$ cat src/rtl/irq_scheduler_pkg.sv
// Shared constants for the interrupt scheduler: register window offsets and FSM state encodings.
package irq_scheduler_pkg;

  localparam logic [3:0] IRQS_ENABLE  = 4'h0;
  localparam logic [3:0] IRQS_PENDING = 4'h4;
  localparam logic [3:0] IRQS_CLAIM   = 4'h8;
  localparam logic [3:0] IRQS_EDGE    = 4'hC;

  typedef enum logic [1:0] {
    IRQS_IDLE = 2'd0,
    IRQS_REQ  = 2'd1,
    IRQS_SERV = 2'd2
  } irqs_state_e;

endpackage

$ cat src/rtl/irq_prio_enc.sv
// Combinational winner picker: first set bit of i_mask searching upward from i_start, wrapping.
// With i_start tied to 0 this is plain lowest-index-wins priority.
module irq_prio_enc #(
  parameter int N_SRC = 8,
  parameter int ID_W  = 5
) (
  input  logic [N_SRC-1:0] i_mask,
  input  logic [ID_W-1:0]  i_start,
  output logic [ID_W-1:0]  o_id,
  output logic             o_valid
);

  localparam logic [ID_W:0] L_NSRC = (ID_W+1)'(N_SRC);

  logic [N_SRC-1:0] w_rot;
  logic [ID_W-1:0]  w_pos;
  logic [ID_W:0]    w_sum;

  // Rotate so bit 0 of w_rot is the source at i_start; i_start is always below N_SRC.
  assign w_rot = N_SRC'({i_mask, i_mask} >> i_start);

  always_comb begin
    w_pos = '0;
    for (int k = N_SRC - 1; k >= 0; k--) begin
      if (w_rot[k]) w_pos = ID_W'(k);
    end
  end

  always_comb begin
    w_sum = {1'b0, w_pos} + {1'b0, i_start};
    if (w_sum >= L_NSRC) w_sum = w_sum - L_NSRC;
  end

  assign o_valid = |i_mask;
  assign o_id    = o_valid ? ID_W'(w_sum + (ID_W+1)'(1)) : '0;

endmodule

$ cat src/rtl/irq_scheduler.sv
// Interrupt scheduler: per-source pending latch, enable mask, single request with claim/complete.
// Build option IRQ_RR_EN selects round-robin priority instead of fixed lowest-index priority.
module irq_scheduler
  import irq_scheduler_pkg::*;
#(
  parameter int N_SRC = 8,
  parameter int ID_W  = 5
) (
  input  logic             clk,
  input  logic             clr,
  input  logic [N_SRC-1:0] src_irq,
  input  logic             global_int_en,
  input  logic             bus_we,
  input  logic             bus_re,
  input  logic [3:0]       bus_addr,
  input  logic [31:0]      bus_wdata,
  output logic [31:0]      bus_rdata,
  output logic             irq_req,
  output logic [ID_W-1:0]  irq_id,
  output logic             in_service,
  output logic [1:0]       o_dbg_state
);

  irqs_state_e      r_state, w_state_nxt;
  logic [N_SRC-1:0] r_enable, r_edge, r_pend, r_prev;
  logic [ID_W-1:0]  r_irq_id, r_serv_id;
  logic [31:0]      r_rdata;

  logic [N_SRC-1:0] w_elig, w_serv_mask, w_claim_mask, w_pend_nxt;
  logic [ID_W-1:0]  w_win_id, w_start;
  logic             w_win_vld, w_req, w_claim_rd, w_claim, w_complete;
  logic [31:0]      w_rd_mux;
  logic             w_unused;

  assign w_unused = &{1'b0, bus_wdata};

  always_comb begin
    w_serv_mask  = '0;
    w_claim_mask = '0;
    for (int k = 0; k < N_SRC; k++) begin
      w_serv_mask[k]  = (r_serv_id == ID_W'(k + 1));
      w_claim_mask[k] = w_claim && (r_irq_id == ID_W'(k + 1));
    end
  end

  assign w_elig = r_pend & r_enable & ~w_serv_mask;

  // Edge sources: a new rising edge beats a claim clear in the same cycle.
  assign w_pend_nxt = (r_edge & ((r_pend & ~w_claim_mask) | (src_irq & ~r_prev)))
                    | (~r_edge & src_irq);

`ifdef IRQ_RR_EN
  logic [ID_W-1:0] r_rr_ptr;

  always_ff @(posedge clk) begin
    if (clr) begin
      r_rr_ptr <= '0;
    end else if (w_claim) begin
      r_rr_ptr <= (r_irq_id >= ID_W'(N_SRC)) ? '0 : r_irq_id;
    end
  end

  assign w_start = r_rr_ptr;
`else
  assign w_start = '0;
`endif

  irq_prio_enc #(.N_SRC(N_SRC), .ID_W(ID_W)) u_prio_enc (
    .i_mask  (w_elig),
    .i_start (w_start),
    .o_id    (w_win_id),
    .o_valid (w_win_vld)
  );

  assign w_claim_rd = bus_re && (bus_addr == IRQS_CLAIM);
  assign w_claim    = w_req && w_claim_rd;
  assign w_complete = (r_state == IRQS_SERV) && bus_we && (bus_addr == IRQS_CLAIM)
                    && (bus_wdata[ID_W-1:0] == r_serv_id);

  always_comb begin
    w_state_nxt = r_state;
    w_req       = 1'b0;
    case (r_state)
      IRQS_IDLE: if (w_win_vld && global_int_en) w_state_nxt = IRQS_REQ;
      IRQS_REQ: begin
        if (!(w_win_vld && global_int_en)) begin
          w_state_nxt = IRQS_IDLE;
        end else begin
          w_req = 1'b1;
          if (w_claim_rd) w_state_nxt = IRQS_SERV;
        end
      end
      IRQS_SERV: if (w_complete) w_state_nxt = IRQS_IDLE;
      default:   w_state_nxt = IRQS_IDLE;
    endcase
  end

  always_comb begin
    w_rd_mux = '0;
    case (bus_addr)
      IRQS_ENABLE:  w_rd_mux = 32'(r_enable);
      IRQS_PENDING: w_rd_mux = 32'(r_pend);
      IRQS_CLAIM:   w_rd_mux = w_claim ? 32'(r_irq_id) : 32'd0;
      IRQS_EDGE:    w_rd_mux = 32'(r_edge);
      default:      w_rd_mux = '0;
    endcase
  end

  always_ff @(posedge clk) begin
    if (clr) begin
      r_state   <= IRQS_IDLE;
      r_enable  <= '0;
      r_edge    <= '0;
      r_pend    <= '0;
      r_prev    <= '0;
      r_irq_id  <= '0;
      r_serv_id <= '0;
      r_rdata   <= '0;
    end else begin
      r_state  <= w_state_nxt;
      r_prev   <= src_irq;
      r_pend   <= w_pend_nxt;
      r_irq_id <= w_win_id;
      if (bus_we && (bus_addr == IRQS_ENABLE)) r_enable <= bus_wdata[N_SRC-1:0];
      if (bus_we && (bus_addr == IRQS_EDGE))   r_edge   <= bus_wdata[N_SRC-1:0];
      if (bus_re) r_rdata <= w_rd_mux;
      if (w_claim)         r_serv_id <= r_irq_id;
      else if (w_complete) r_serv_id <= '0;
    end
  end

  assign bus_rdata   = r_rdata;
  assign irq_req     = w_req;
  assign irq_id      = r_irq_id;
  assign in_service  = (r_state == IRQS_SERV);
  assign o_dbg_state = r_state;

endmodule

$ cat config.mk
export PLATFORM = sky130hd
export DESIGN_NAME = irq_scheduler
export DESIGN_NICKNAME = d
export VERILOG_FILES = /design/src/rtl/irq_scheduler_pkg.sv /design/src/rtl/irq_prio_enc.sv /design/src/rtl/irq_scheduler.sv
export SDC_FILE = /design/constraint.sdc
export NUM_CORES = 1
export LEC_CHECK = 0
export CAP_MARGIN = 15
export CORE_MARGIN = 2
export CORE_UTILIZATION = 30
export CTS_BUF_LIST = sky130_fd_sc_hd__clkbuf_16
export DETAILED_ROUTE_END_ITERATION = 12
export GPL_TIMING_DRIVEN = 0
export SLEW_MARGIN = 20
export SYNTH_ARGS = -nofsm -noshare
export SYNTH_HDL_FRONTEND = slang
export SYNTH_HIERARCHICAL = 1
export SYNTH_SLANG_ARGS = --single-unit
$ cat constraint.sdc
create_clock -name clk -period 5.3 [get_ports clk]
set_input_delay 1.06 -clock clk [delete_from_list [all_inputs] [get_ports clk]]
set_output_delay 1.06 -clock clk [all_outputs]
set_load 0.02 [all_outputs]
==> results.md <==
- Syn Area/Cell: 8.40 µm²
- Crit path buffers/inverters: 4
- DIE WIDTH: 108 µm
- Maximum vdd drop: 0.125 mV
- Residual DRC count: 0
- Die area: 11600 µm²
- Fin. max-slew vios: 0
- Setup tns final: 0 ps
- P_leak: about 0.0017 µW
- Hpwl dp: 6610 µm
- CTS buffer count: 5
- Final Setup Violations: 0
- Final #Nets: 528
- DR vias: 2914
- Io pins: 90
- Post-layout min period: roughly 3900 ps
- Sink Count: between 50 and 60
- Initial Util: between 30% and 40%
- Placer congestion estimate: ~0.87
- Clock Skew: 5.22 ps
- Critical path class: flip-flop to primary output
- CP peak stage delay: 620 ps
- Asr flop ratio synth: 0%
- Most common cell in the netlist: dfxtp_1
- Top post-synthesis cells by count: dfxtp_1 (52), nor2_1 (38), mux2i_1 (37), nand2_1 (36), buf_4 (27)
- Number of flops mapped to enable cells by yosys: 0
- Fin. Hold Viols: 0
- WL/cell: between 10 and 15 µm
- Synth warn: 6
- Core region area: 10400 µm²
- Slew @ Worst Pin: slightly above 800 ps
- Layout area overhead: 26.7%
- Vias in the first global route: roughly 2.7k
- Synth area leaders: dfxtp_1 (32%), mux2i_1 (11%), buf_4 (6.3%)
- DR vias/cell: 4.78
- Total grt overflow: 0
- Critical Path AT: 2870 ps
- Final worst path period share: 74.2%
- Crit-path slowest cell: clkdlybuf4s50_1
- Hold WC Path Type: flip-flop to flip-flop
- Drt total wl: 8610 µm
- PostCTS Resize Cnt: 0
- Max Fanout on Critical Path: 8
- H-tree levels: 2
- Pre-antenna DRT Iters: 4
- RSZ-0062 raised after global routing: false
- Sequential share of the synthesized area: ~32%
- Startpoint Class: flip-flop
- Mapped cell area: ~3200 µm²
- Most frequent CP cell: inv_1
- Initial antenna violation count: 0
- CP Data Required Time: ~4200 ps
- Cell Pwr Density: between 200 and 250 nW/µm²
- Outcome: finished, final reports clean
- Gr usage total: between 10% and 20%
- Rows: 37
- Drt first-iter violations: ~130
- Top FF cell, synth: dfxtp_1
- CP Capture Type: primary output
- IO buf count: 40
- Clock Pin Slew Worst Setup and Hold Paths: approximately 70 ps
- CTS tree: built
- Syn Inst Count: approximately 380
- ANT cells: 0
- Cts hold-fix bufs: 0
- Top delay family on crit path: buffers and inverters
- #FFs+latches synth: 52
- Number of distinct library cells after synthesis: 53
- Layout cells sized above 1: 9.30%
- Yosys top cell by area: dfxtp_1
- Worst skew pair latency: approximately 290 ps
- Largest net degree at the start of global routing: 15
- Root Buffer: clkbuf_16
- Fin Hold WS: between 400 and 500 ps
- Clock tree buffer depth: 2
- Post-synth top area share: about a third
- Fmax: between 200 and 300 MHz
- Worst slew margin: 44.8%
- Setup Buffers After CTS: 0
- Global-route wire length before repair: around 14000 µm
- Max cap viols: 0
- Die Ht: around 110 µm
- CP Cell Sequence: clkbuf_1, nor2_1, a31oi_1, nor4_1, and2_1, inv_1, nand4b_1, inv_1, clkdlybuf4s50_1
- Post-route ant nets: 0
per-stage QoR:
| stage | cells | cell area (µm²) | util (%) | total power (µW) | worst slack, ps |
|---|---|---|---|---|---|
| 5_1_grt | 609 | 4090 | 39.4 | 865 | 1160 |
| 4_1_cts | 609 | 4090 | 39.4 | 834 | 1390 |
| 6_report | 609 | 4090 | 39.4 | 832 | 1370 |
| 3_5_place_dp | 602 | 3950 | 38.1 | 535 | 1710 |
| 3_3_place_gp | 602 | 3950 | 38.1 | 534 | 1720 |
| 2_1_floorplan | 426 | 3380 | - | 497 | 2220 |
power breakdown:
group / total [µW] / internal (µW) / switching [µW]
Combinational: 124 / 56.1 / 68.2
Clock: 303 / 169 / 133
Sequential: 405 / 400 / 5.64
Total: 832 / 625 / 207
worst paths after layout:
| check | startpoint | endpoint | slack, ps | cells past startpoint |
|---|---|---|---|---|
| worst min register to register | r_prev[5]$_SDFF_PP0_ | r_pend[5]$_SDFF_PP0_ | 470 | 2 |
| worst max-delay path | r_serv_id[0]$_SDFFE_PP0P_ | irq_req | 1370 | 9 |
| worst max register to register | r_serv_id[2]$_SDFFE_PP0P_ | irq_id[2]$_SDFF_PP0_ | 1820 | 12 |
| worst min-delay path | r_prev[5]$_SDFF_PP0_ | r_pend[5]$_SDFF_PP0_ | 470 | 2 |
cells in the final DEF, fill, tap and decap left out, types with 6 or more instances in the layout:
master	instances
inv_1	7
dfxtp_1	52
xnor2_1	7
nand2b_1	11
nor2b_1	22
and2_1	7
o211ai_1	6
nand3_1	10
conb_1	43
clkbuf_1	13
nor2_1	38
clkdlybuf4s50_1	40
a21oi_1	20
o21ai_0	11
mux2i_1	37
nand2_1	36
buf_4	27
logic make-up (layout without fill, tap and decap cells):
logic type,count (synthesis),count (layout),synth area share (%)
compound gates,77,77,16.6
xor+xnor,9,9,2.44
fa+ha+maj,6,6,2.56
buf+inv,51,98,9.81
flops,52,52,32.3
mux,40,40,12.9
other cells,1,43,0.116
simple gates,148,148,23.3
state kept, by name, summed over array words and instances, names as in the netlist:
register	flops
bus_rdata	8
irq_id	5
o_dbg_state	2
r_edge	8
r_enable	8
r_pend	8
r_prev	8
r_serv_id	5
worst min-delay path, stage by stage (launching register included):
cell,delay [ps]
dfxtp_1,300
nand2_1,50
a21o_1,100
layout make-up:
cell class / instances / area (µm²)
plain buffers: 44 / 290
clock buffers: 5 / 125
clock inverters: 2 / 7.51
fillers: 1088 / 6280
inverters: 7 / 26.3
multi-input cells: 323 / 2030
flip-flops and latches: 52 / 1040
well taps: 136 / 170
repair buffers: 40 / 400
metal layers:
| layer | vias to the layer above | wire length, µm | global-route usage, % |
|---|---|---|---|
| li1 | 1464 | - | - |
| met5 | - | 0 | 0 |
| met4 | 0 | 148 | 4.85 |
| met2 | 81 | 3940 | 24.4 |
| met3 | 12 | 520 | 2.48 |
| met1 | 1357 | 4000 | 20.4 |
Power figures use the tool's default switching activity.
